## src/rtl/sdram_port_arbiter.sv

```systemverilog
`default_nettype none
// ============================================================================
// Module   : sdram_port_arbiter
// Purpose  : Shares the SDRAM controller's single AXI-style slave port between
//            NUM_PORTS requesters, one transaction at a time. Round-robin by
//            default; define SDRAM_ARB_FIXED_PRIO_EN for lowest-index-wins.
// Revision : 1.0 - initial release
// ============================================================================
module sdram_port_arbiter #(
    parameter int ADDR_WIDTH = 25,
    parameter int DATA_WIDTH = 16,
    parameter int NUM_PORTS  = 2
) (
    input  logic                             clk,
    input  logic                             reset,

    input  logic [NUM_PORTS*ADDR_WIDTH-1:0]  s_axi_awaddr,
    input  logic [NUM_PORTS-1:0]             s_axi_awvalid,
    output logic [NUM_PORTS-1:0]             s_axi_awready,
    input  logic [NUM_PORTS*DATA_WIDTH-1:0]  s_axi_wdata,
    input  logic [NUM_PORTS-1:0]             s_axi_wvalid,
    output logic [NUM_PORTS-1:0]             s_axi_wready,
    input  logic [NUM_PORTS*ADDR_WIDTH-1:0]  s_axi_araddr,
    input  logic [NUM_PORTS-1:0]             s_axi_arvalid,
    output logic [NUM_PORTS-1:0]             s_axi_arready,
    output logic [DATA_WIDTH-1:0]            s_axi_rdata,
    output logic [NUM_PORTS-1:0]             s_axi_rvalid,
    input  logic [NUM_PORTS-1:0]             s_axi_rready,

    output logic [ADDR_WIDTH-1:0]            m_axi_awaddr,
    output logic                             m_axi_awvalid,
    input  logic                             m_axi_awready,
    output logic [DATA_WIDTH-1:0]            m_axi_wdata,
    output logic                             m_axi_wvalid,
    input  logic                             m_axi_wready,
    output logic [ADDR_WIDTH-1:0]            m_axi_araddr,
    output logic                             m_axi_arvalid,
    input  logic                             m_axi_arready,
    input  logic [DATA_WIDTH-1:0]            m_axi_rdata,
    input  logic                             m_axi_rvalid,
    output logic                             m_axi_rready,

    output logic [NUM_PORTS-1:0]             grant,
    output logic                             busy
);

    localparam int c_idx_w = (NUM_PORTS > 1) ? $clog2(NUM_PORTS) : 1;

    localparam logic [1:0] c_st_idle  = 2'd0;
    localparam logic [1:0] c_st_issue = 2'd1;
    localparam logic [1:0] c_st_rdata = 2'd2;

    logic [1:0]            r_state;
    logic [NUM_PORTS-1:0]  r_grant;
    logic [c_idx_w-1:0]    r_gidx;
    logic                  r_is_read;

    logic [NUM_PORTS-1:0]  w_req;
    logic                  w_win_valid;
    logic [c_idx_w-1:0]    w_win_idx;
    logic [NUM_PORTS-1:0]  w_win_onehot;
    logic                  w_win_is_read;
    logic                  w_wr_fire;
    logic                  w_ar_fire;
    logic                  w_r_fire;

`ifndef SDRAM_ARB_FIXED_PRIO_EN
    logic [c_idx_w-1:0]    r_last;
    logic [c_idx_w:0]      w_cand;
`endif

    // A lone awvalid is not a request: the write needs its data beat too.
    generate
        for (genvar gi = 0; gi < NUM_PORTS; gi++) begin : g_req
            assign w_req[gi] = s_axi_arvalid[gi] | (s_axi_awvalid[gi] & s_axi_wvalid[gi]);
        end
    endgenerate

    always_comb begin
        w_win_valid = |w_req;
        w_win_idx   = '0;
`ifdef SDRAM_ARB_FIXED_PRIO_EN
        for (int i = NUM_PORTS - 1; i >= 0; i--) begin
            if (w_req[i]) begin
                w_win_idx = c_idx_w'(i);
            end
        end
`else
        // Walk from farthest to nearest so the port closest after r_last wins.
        w_cand = '0;
        for (int k = NUM_PORTS; k >= 1; k--) begin
            w_cand = {1'b0, r_last} + (c_idx_w + 1)'(k);
            if (w_cand >= (c_idx_w + 1)'(NUM_PORTS)) begin
                w_cand = w_cand - (c_idx_w + 1)'(NUM_PORTS);
            end
            if (w_req[w_cand[c_idx_w-1:0]]) begin
                w_win_idx = w_cand[c_idx_w-1:0];
            end
        end
`endif
    end

    assign w_win_onehot  = {{(NUM_PORTS-1){1'b0}}, 1'b1} << w_win_idx;
    assign w_win_is_read = |(s_axi_arvalid & w_win_onehot);

    assign w_wr_fire = (r_state == c_st_issue) && !r_is_read && m_axi_awready && m_axi_wready;
    assign w_ar_fire = (r_state == c_st_issue) && r_is_read && m_axi_arready;
    assign w_r_fire  = (r_state == c_st_rdata) && m_axi_rvalid && (|(s_axi_rready & r_grant));

    always_ff @(posedge clk or posedge reset) begin
        if (reset) begin
            r_state   <= c_st_idle;
            r_grant   <= '0;
            r_gidx    <= '0;
            r_is_read <= 1'b0;
`ifndef SDRAM_ARB_FIXED_PRIO_EN
            r_last    <= c_idx_w'(NUM_PORTS - 1);
`endif
        end else begin
            case (r_state)
                c_st_idle: begin
                    if (w_win_valid) begin
                        r_grant   <= w_win_onehot;
                        r_gidx    <= w_win_idx;
                        r_is_read <= w_win_is_read;
                        r_state   <= c_st_issue;
                    end
                end
                c_st_issue: begin
                    if (w_wr_fire) begin
                        r_grant <= '0;
                        r_state <= c_st_idle;
`ifndef SDRAM_ARB_FIXED_PRIO_EN
                        r_last  <= r_gidx;
`endif
                    end else if (w_ar_fire) begin
                        r_state <= c_st_rdata;
                    end
                end
                c_st_rdata: begin
                    if (w_r_fire) begin
                        r_grant <= '0;
                        r_state <= c_st_idle;
`ifndef SDRAM_ARB_FIXED_PRIO_EN
                        r_last  <= r_gidx;
`endif
                    end
                end
                default: begin
                    r_grant <= '0;
                    r_state <= c_st_idle;
                end
            endcase
        end
    end

    // Payload muxes are harmless when idle: every valid is gated by state.
    assign m_axi_awaddr  = s_axi_awaddr[int'(r_gidx)*ADDR_WIDTH +: ADDR_WIDTH];
    assign m_axi_wdata   = s_axi_wdata[int'(r_gidx)*DATA_WIDTH +: DATA_WIDTH];
    assign m_axi_araddr  = s_axi_araddr[int'(r_gidx)*ADDR_WIDTH +: ADDR_WIDTH];

    assign m_axi_awvalid = (r_state == c_st_issue) && !r_is_read;
    assign m_axi_wvalid  = (r_state == c_st_issue) && !r_is_read;
    assign m_axi_arvalid = (r_state == c_st_issue) && r_is_read;
    assign m_axi_rready  = (r_state == c_st_rdata) && (|(s_axi_rready & r_grant));

    assign s_axi_awready = r_grant & {NUM_PORTS{w_wr_fire}};
    assign s_axi_wready  = r_grant & {NUM_PORTS{w_wr_fire}};
    assign s_axi_arready = r_grant & {NUM_PORTS{w_ar_fire}};
    assign s_axi_rvalid  = r_grant & {NUM_PORTS{(r_state == c_st_rdata) && m_axi_rvalid}};
    assign s_axi_rdata   = m_axi_rdata;

    assign grant = r_grant;
    assign busy  = (r_state != c_st_idle);

endmodule
`default_nettype wire

```

## config.mk

```make
export PLATFORM = sky130hd
export DESIGN_NAME = sdram_port_arbiter
export DESIGN_NICKNAME = d
export VERILOG_FILES = /design/src/rtl/sdram_port_arbiter.sv
export SDC_FILE = /design/constraint.sdc
export NUM_CORES = 1
export LEC_CHECK = 0
export CAP_MARGIN = 20
export CORE_AREA = 2 2 99 101
export DETAILED_ROUTE_END_ITERATION = 8
export DIE_AREA = 0 0 101 103
export PLACE_DENSITY = 0.62
export SYNTH_ARGS = -nofsm -noshare
export SYNTH_HDL_FRONTEND = slang
export SYNTH_SLANG_ARGS = --single-unit
```

## constraint.sdc

```tcl
create_clock -name clk -period 1.54 [get_ports clk]
set_input_delay 0.154 -clock clk [delete_from_list [all_inputs] [get_ports clk]]
set_output_delay 0.154 -clock clk [all_outputs]
set_load 0.05 [all_outputs]
```

# Word level (Yosys, flattened, before mapping)
# Cells that the tools add are included.
# word_totals
reg_bits	7
in_bits	162
out_inout_bits	97
word_cells	71
# op_classes
n_addsub	4
n_mul	1
magnitude_cmp	4
eq_ne	6
shift	4
muxes	19
bitwise_logic	9
n_reduce_logical	19
# op_table
op	n
50-bit by 32-bit variable part select with 25-bit output	1
50-bit by 7-bit variable part select with 25-bit output	1
32-bit by 6-bit variable part select with 16-bit output	1
2-bit two-way mux	6
2-bit one-hot mux with 3 select lines	2
2-bit bitwise AND	5
1-bit two-way mux	10
3-bit AND reduction	3
1-bit logical AND	8
1-bit by 5-bit multiplier with 6-bit output (second input constant)	1
2-bit inequality test (second input constant)	3
2-bit OR reduction	3
2-bit greater-or-equal comparator (second input constant)	2
1-bit by 2-bit less-than comparator with 1-bit output (second input constant)	2
2-bit nonzero test	2
3-bit inequality test (second input constant)	1
1-bit by 1-bit adder with 2-bit output (second input constant)	1
1-bit by 2-bit adder with 2-bit output (second input constant)	1
1-bit bitwise AND	2
2-bit by 1-bit equality test with 1-bit output (second input constant)	1
2-bit equality test (second input constant)	1
2-bit zero test	1
1-bit OR	2
1-bit one-hot mux with 2 select lines	1
other kinds (4)	5

# Longest topological paths before layout
# depth
word_depth	10
mapped_depth	5
depth_no_buf	4

# Least setup slack after synthesis
# Ideal clock, no wire load.
# synth_path
path_kind	flip-flop to output port
from	register r_grant[1], in the netlist grant[1]
to	output s_axi_wready[1]
arrival_time_ps	2389
t_required_ps	1386
slack_ps	-1003
path_stages_with_launch	4
path_buffers	1
cell_sequence	dfrtp_1 > inv_1 > nor3_1 > buf_4
# synth_between
elab_chain_len	1
# synth_lines
item	line	text
start: declaration	54	logic [NUM_PORTS-1:0] r_grant;
start signal: assignment	123	r_grant <= w_win_onehot;
2-bit bitwise AND	-	
end: declaration	22	output logic [NUM_PORTS-1:0] s_axi_wready,
# Every way passes these cells.

# Final worst setup path
# layout_path
from	register r_gidx
to	output m_axi_wdata[7]
# layout_between
elab_chain_len	1
# layout_lines
item	line	text
start: declaration	55	logic [c_idx_w-1:0] r_gidx;
start signal: assignment	124	r_gidx <= w_win_idx;
32-bit by 6-bit variable part select with 16-bit output	159	assign m_axi_wdata = s_axi_wdata[int'(r_gidx)*DATA_WIDTH +: DATA_WIDTH];
end: declaration	33	output logic [DATA_WIDTH-1:0] m_axi_wdata,
# Every way passes these cells.

==> impl_metrics.csv <==
group,metric,value,unit
flow_run,drv_cap,0,
timing,setup_viol,62,
setup_path,crit_path_top_delay_cell,"dfrtp_2",
power,p_total,8.05,mW
die,fp.dieH,103,um
clocking,numCtsBuffers,3,
power,p_comb_share,91.6,%
synthesis,synth_seq_cells,7,
global_route,grtUsageMet2,23.8,%
place,numPortBuffers,226,
setup_path,critPathArrivalTime,1.44,ns
setup_path,cp-start-kind,"flop",
synthesis,yosys.area_share.simple,6.80,%
timing,worstMarginPinSlew,0.354,ns
global_route,grt_pass1_wl,10900,um
synthesis,ys_async_sr_fraction,100,%
route,totalWireLength,8530,um
timing,clock-skew-final,0.00345,ns
global_route,globalRouteMet1Util,15.3,%
timing,maxSlewHeadroom,76.4,%
synthesis,synth_edf_count,0,
setup_path,crit_type,"flop to output pin",
route,wire_per_inst,17.4,um
route,via_count,2112,
run_status,status,"complete, but fails checks",
final_layout,fin_nets,539,
setup_path,startpoint,"r_gidx",
setup_path,reg2reg_from,"r_state[0]",
synthesis,synth-compound-area-share,11.4,%
synthesis,synth.yosys.seq_area_share,12.3,%
synthesis,synth_nets,313,
timing,rsz0062_at_grt,"true",
final_layout,mostFrequentLayoutCells,"clkdlybuf4s50_1 (145), buf_6 (42), mux2_4 (34)",
setup_path,cp_cell_sequence,"buf_4 -> buf_6 -> mux2_4 -> buf_8",
timing,drv_slew,0,
synthesis,synthesis.area,1440,sq um
global_route,top_usage_layer,"met2",
synthesis,synth_cell_types,30,
global_route,antenna_found_initial,2,
route,dr.pass1.iters,4,
final_layout,fillCellCount,831,
clocking,clkTransAtPathRegs,0.04,ns
power,ir_drop,0.887,mV
die,ios,259,
timing,finalWorstSetupSlack,-0.0576,ns
setup_path,worstSetupEndpointType,"output pin",
run_status,failed_checks,"setup timing",
setup_path,worst_ep_required_time,1.39,ns
place,place.gp.congestion,0.779,
global_route,grt_max_degree,18,
power,p_int,3.99,mW
die,rows,36,
synthesis,avgSynthCellArea,9.50,sq um
route,drc_errors,0,
timing,fin_crit_sh,104,%
route,post_drt_via_cell_ratio,4.31,
power,p_sw,4.07,mW
timing,fin_crit,1.60,ns
min_path,hold_path.class,"input port to asynchronous set/reset pin",
power,leakage,1.95,nW
setup_path,path_delay_family,"buffers and inverters",
global_route,overflow,0,
final_layout,multi_input_area,1190,sq um
die,die_area,10400,sq um
final_layout,final_util,47.4,%
clocking,clockBufferDepth,2,
global_route,track_usage,13.7,%
die,coreArea,9460,sq um
final_layout,drive_gt1_share,50.5,%
synthesis,synthFlopType,"dfrtp_1",
place,place_hpwl,6620,um
synthesis,ys_warn_count,0,
clocking,clk_latency,0.23,ns
place,placed_area,3750,sq um
final_layout,syn2layout_area_growth,213,%
synthesis,synth_adder_area_share,0,%
synthesis,syn_inst,151,
power,switching_share,50.5,%
die,start_util,15.2,%
setup_path,path_max_fanout,9,
global_route,use_met3,6.31,%
power,p_per_area,1790,nW/um^2
clocking,postCtsHoldBufs,0,
final_layout,instances_no_fill,490,
route,ant_nets,0,
clocking,cts-htree-levels,1,
global_route,first_global_vias,2082,
setup_path,path_buf_inv,3,
place,dp_slack,0.0849,ns
final_layout,ff_latch_area,180,sq um
final_layout,num_antenna_cells,0,
route,drtIter0Drc,48,
synthesis,synth-xor-area-share,0,%
die,die_x,101,um
power,power_frac_clock,3.3,%
timing,hold_viol_final,0,
clocking,cts_sinks,7,
synthesis,synth_mux_area_share,52.8,%
final_layout,final_area,4490,sq um
clocking,cts_tree,"built",
setup_path,max_stage_delay,0.43,ns
timing,fmax,626,MHz
synthesis,synth_top_family_by_area,"multiplexers",
clocking,root_buffer,"clkbuf_8",
final_layout,final_common_cell,"clkdlybuf4s50_1",
place,dp.cells,472,
power,p_seq_share,5.2,%
==> cell type report <==
type                    instances  area share [%]
inverters                       7           0.585
flip-flops and latches          7            4.01
well taps                     114            3.18
clock buffers                   4            1.00
repair buffers                250            64.6
multi-input cells             108            26.6
==> repair_timing <==
action,CTS,global route
setup buffers,4,7
setup endpoints to repair,57,73
endpoints found under the hold margin,0,0
gates resized for setup,89,54
pin swaps,0,1
cloned,3,2
==> power by group through the flow <==
stage	registers, mW	logic, mW	clock network [mW]
finish	0.415	7.38	0.262
global route	0.426	7.66	0.286
floorplan	0.450	4.00	0
global placement	0.406	5.89	0
detailed placement	0.409	5.90	0
CTS	0.417	6.91	0.270
==> routing by layer <==
layer  vias up  routed length [um]
met3        14                1070
li1        986                   -
met4         4                 121
met2       139                4210
met5         -                  30
met1       969                3100
==> cell usage after synthesis (2+ instances only) <==
| library cell | n | area share, % |
|---|---|---|
| nand3_1 | 2 | 0.70 |
| nor2_1 | 7 | 1.8 |
| buf_2 | 5 | 1.7 |
| nand3b_1 | 2 | 1.0 |
| o211ai_1 | 2 | 1.0 |
| nor3_1 | 4 | 1.4 |
| a21o_1 | 2 | 1.0 |
| a21oi_1 | 5 | 1.7 |
| dfrtp_1 | 6 | 10 |
| nand2_1 | 2 | 0.52 |
| nor2b_1 | 2 | 0.87 |
| buf_6 | 3 | 2.4 |
| o21ai_0 | 2 | 0.70 |
| mux2_2 | 66 | 52 |
| inv_1 | 7 | 1.8 |
| buf_4 | 20 | 10 |
==> worst reg2reg max path, cell delays in order (launching register included) <==
cell and delay [ns]:
dfrtp_1 0.41, buf_6 0.15, nand3b_1 0.22, buf_4 0.18, o22ai_2 0.13, mux2_4 0.31
==> cells by family after synthesis <==
family / Yosys count
compound gates: 21
simple gates: 20
mux: 67
flops: 7
buf+inv: 36
==> registers in the layout, indices dropped and copies added, names as in the netlist <==
register	cells
r_state	2
grant	2
r_last	1
r_gidx	1
r_is_read	1
==> path summary, 6_finish.rpt <==
check / slack, ns / to / depth (start not counted)
setup / recovery: -0.06 / m_axi_wdata[7] / 4
hold / removal: 0.16 / r_is_read / 2
setup reg to reg: 0.08 / r_last / 5
hold reg to reg: 0.57 / r_state[0] / 2
max in group asynchronous: 1.11 / r_last / 2
min in group clk: 0.31 / s_axi_rdata[0] / 0
==> through the flow <==
step	hold WS, ns	TNS [ns]
global route	0.202	-4.67
global placement	0.308	0
finish	0.161	-1.80
floorplan	-0.0435	-0.359
CTS	0.170	-2.81
detailed placement	0.308	0
Note: power is estimated with default switching activity, not from simulation.
==> variant 1: new RTL, same settings <==
The option `SDRAM_ARB_FIXED_PRIO_EN` is turned on by a define.
--- a/src/rtl/sdram_port_arbiter.sv
+++ b/src/rtl/sdram_port_arbiter.sv
@@ -7,4 +7,6 @@
 // Revision : 1.0 - initial release
 // ============================================================================
+`define SDRAM_ARB_FIXED_PRIO_EN
+
 module sdram_port_arbiter #(
     parameter int ADDR_WIDTH = 25,
Formal check against the unedited RTL: not equivalent (Yosys sat finds a counterexample within 4 cycles, from zero or initial values and one cycle with reset high).
==> variant 1 against the unedited design <==
- the flow still finishes with violations (negative setup slack)
- worst setup slack better by 0.69 ps
- design area is 9.2% lower
- routed wire length is 17% lower
- sequential share of layout area is 0.15 points lower
- area after synthesis is 6.9% lower
- core utilization is 4.4 points lower
- maximum frequency hardly changed
- sequential cell count is 1 lower
- via count is 6.1% lower
- total power is 13% lower
- highest routed layer is now met4
==> variant 1: results <==
final_layout:
  drive_gt1_share_pct: 51.1
synthesis:
  synthTopCellsByCount: "mux2_2 (66), buf_4 (23), dfrtp_1 (6), nand2_1 (6)"
  syn_avg_cell_area_um2: 9.41
  syn-num-nets: 304
setup_path:
  r2r-start: "r_state[1]"
  cp_max_fo: 7
  timing.rr.end: "grant[0]"
global_route:
  grt_pass1_wl_mm: 9.32
  grt_max_degree: 20
  antenna_found_initial: 0
  grt_use_met3_pct: 4.07
clocking:
  cts_resized: 64
  cts_setup_buffers: 5
route:
  wire_per_inst_um: 15.0
  met2_length_mm: 3.73
  met1_length_mm: 2.37
power_and_ir_drop:
  pwr-share-comb_pct: 90.7
  seq_power_share_pct: 5.7
  internal_power_mw: 3.22
  ir_drop_mv: 0.784
timing:
  worst_pin_slew_ps: 368
  fin_ws_ps: -56.9
  setup_viol: 38
  tns_ps: -1040
  holdWs_ps: 148
status:
  status: "complete, but fails checks"
  violations: "negative setup slack"
placement:
  hpwl_mm: 5.49
  placed_area_mm2: 0.00362
==> variant 1: cells by family after synthesis <==
kind of cell    count (synthesis)  share of synthesized area, %
mux                            66                          55.6
buf+inv                        31                          15.4
simple gates                   22                          9.27
compound gates                 17                          8.43
flops                           6                          11.2
==> variant 1: layout make-up <==
| cell class | instances | area (um^2) |
|---|---|---|
| Fill cell | 896 | 5380 |
| Timing Repair Buffer | 236 | 2630 |
| Multi-Input combinational cell | 105 | 1080 |
| Sequential cell | 6 | 158 |
| Tap cell | 114 | 143 |
| Clock buffer | 4 | 45.0 |
| Inverter | 5 | 18.8 |
==> variant 1: how the worst max path moves through the flow <==
stage	startpoint	to	slack (ps)	depth (start not counted)
final	r_gidx	m_axi_araddr[4]	-60	4
after detailed placement	m_axi_wready	s_axi_awready[1]	-30	4
after global placement	m_axi_wready	s_axi_awready[1]	9	4
after global routing	r_gidx	m_axi_wdata[4]	-100	4
after CTS	r_gidx	m_axi_awaddr[13]	-80	4
after floorplan	grant[1]	s_axi_wready[1]	-150	3
==> variant 2: new RTL, same settings <==
Without the edit above. Make the reset (`reset`) synchronous in one clocked block.
--- a/src/rtl/sdram_port_arbiter.sv
+++ b/src/rtl/sdram_port_arbiter.sv
@@ -108,5 +108,5 @@
     assign w_r_fire  = (r_state == c_st_rdata) && m_axi_rvalid && (|(s_axi_rready & r_grant));
 
-    always_ff @(posedge clk or posedge reset) begin
+    always_ff @(posedge clk) begin
         if (reset) begin
             r_state   <= c_st_idle;
Behaviour: differs if reset is asserted again (counterexample within 4 cycles, from zero or initial values and one cycle with reset high); with reset held inactive, the same outputs for 4 cycles.
==> variant 2 against the unedited design <==
- clock skew is 0.69 ps lower
- design area is 14% lower
- critical path type unchanged
- sequential cell count stayed put
- worst setup slack better by 90 ps
- routed wire length is 22% lower
- core utilization is 6.8 points lower
- area after synthesis is 4.6% lower
- largest cell class unchanged
- worst hold slack better by 150 ps
- via count is 8.3% lower
- global-route usage is 3.5 points lower
Power is left out: it rests on default switching activity, and per cell area and clock period it moved more than threefold.
==> variant 2: results <==
hold_path:
  min_path_type: "in2out"
synthesis:
  synthMuxAreaShare_pct: 55.0
  synthAdderAreaFrac_pct: 0
  syn-num-nets: 312
  yosys.cell_types.count: 29
  synthFlopType: "dfxtp_1"
  ys_seq_area_share_pct: 10.2
  synthXorXnorAreaFrac_pct: 0
  synthTopCellsByCount: "mux2_2 (66), buf_4 (20), a21oi_1 (7), dfxtp_1 (7), nor2_1 (7)"
  ys.warnings.count: 0
  synth_compound_area_share_pct: 9.51
  synthTopCellsByArea: "mux2_2 (54%), buf_4 (11%), dfxtp_1 (10%)"
  async_flop_share_pct: 0
setup_path:
  arrival_ps: 1350
  slowest_stage: "dfxtp_4"
  cp_max_fo: 29
  crit_family: "flip-flops"
  max_stage_delay_ps: 390
  regToRegSetupSlack_ps: 230
timing:
  relSlewSlack_pct: 79.3
  skew_ps: 2.76
  slew_viol_final: 0
route:
  top_layer: "met4"
  dr_wl_met3_um: 553
  vias: 1936
  drtPass1Iterations: 4
  wl_mm: 6.68
  drt-initial-drc-count: 24
  met2_length_mm: 3.37
  met1_length_mm: 2.69
global_route:
  grt.met1_usage_pct: 13.1
  antenna_found_initial: 0
  use_met2_pct: 17.4
  grt_pass1_wl_mm: 8.47
  first_global_vias: 1837
  grt_usage_pct: 10.1
  grt_use_met3_pct: 1.90
  grt_max_degree: 30
clocking:
  htreeDepth: 1
  cts_setup_buffers: 0
  cts.clk_slew.worst_paths_ps: 40
  insertion_delay_ps: 220
  cts_resized: 2
placement:
  gp_congestion: 0.789
  hpwl_mm: 5.71
  portBuffers: 226
status:
  status: "complete, no violations"
final_layout:
  drive_gt1_share_pct: 47.8
  antennaDiodeCount: 0
  final_nets: 521
  fillers: 938
variant 2: per-stage QoR:
stage	instance area, um^2	hold WS [ps]	setup slack (ps)	instances	utilization, %
2_1_floorplan	1420	209	-31.5	150	-
3_3_place_gp	3660	308	68.4	468	38.7
3_5_place_dp	3660	308	46.9	468	38.7
4_1_cts	3710	308	-1.23	472	39.2
5_1_grt	3850	308	-16.5	472	40.7
6_report	3850	308	31.9	472	40.7
variant 2: cell type report:
class,count,area [um^2],share of cell area (%)
clock buffers,4,45.0,1.17
inverters,2,7.51,0.195
well taps,114,143,3.71
multi-input cells,114,1090,28.4
flip-flops and latches,7,149,3.87
repair buffers,231,2410,62.7
variant 2: path summary, 6_finish.rpt:
kind | start | cells past startpoint | end
max reg2reg | r_state[1] | 4 | r_is_read
min reg2reg | r_is_read | 2 | r_is_read
max | r_gidx | 3 | m_axi_awaddr[15]
min | m_axi_rdata[2] | 0 | s_axi_rdata[2]
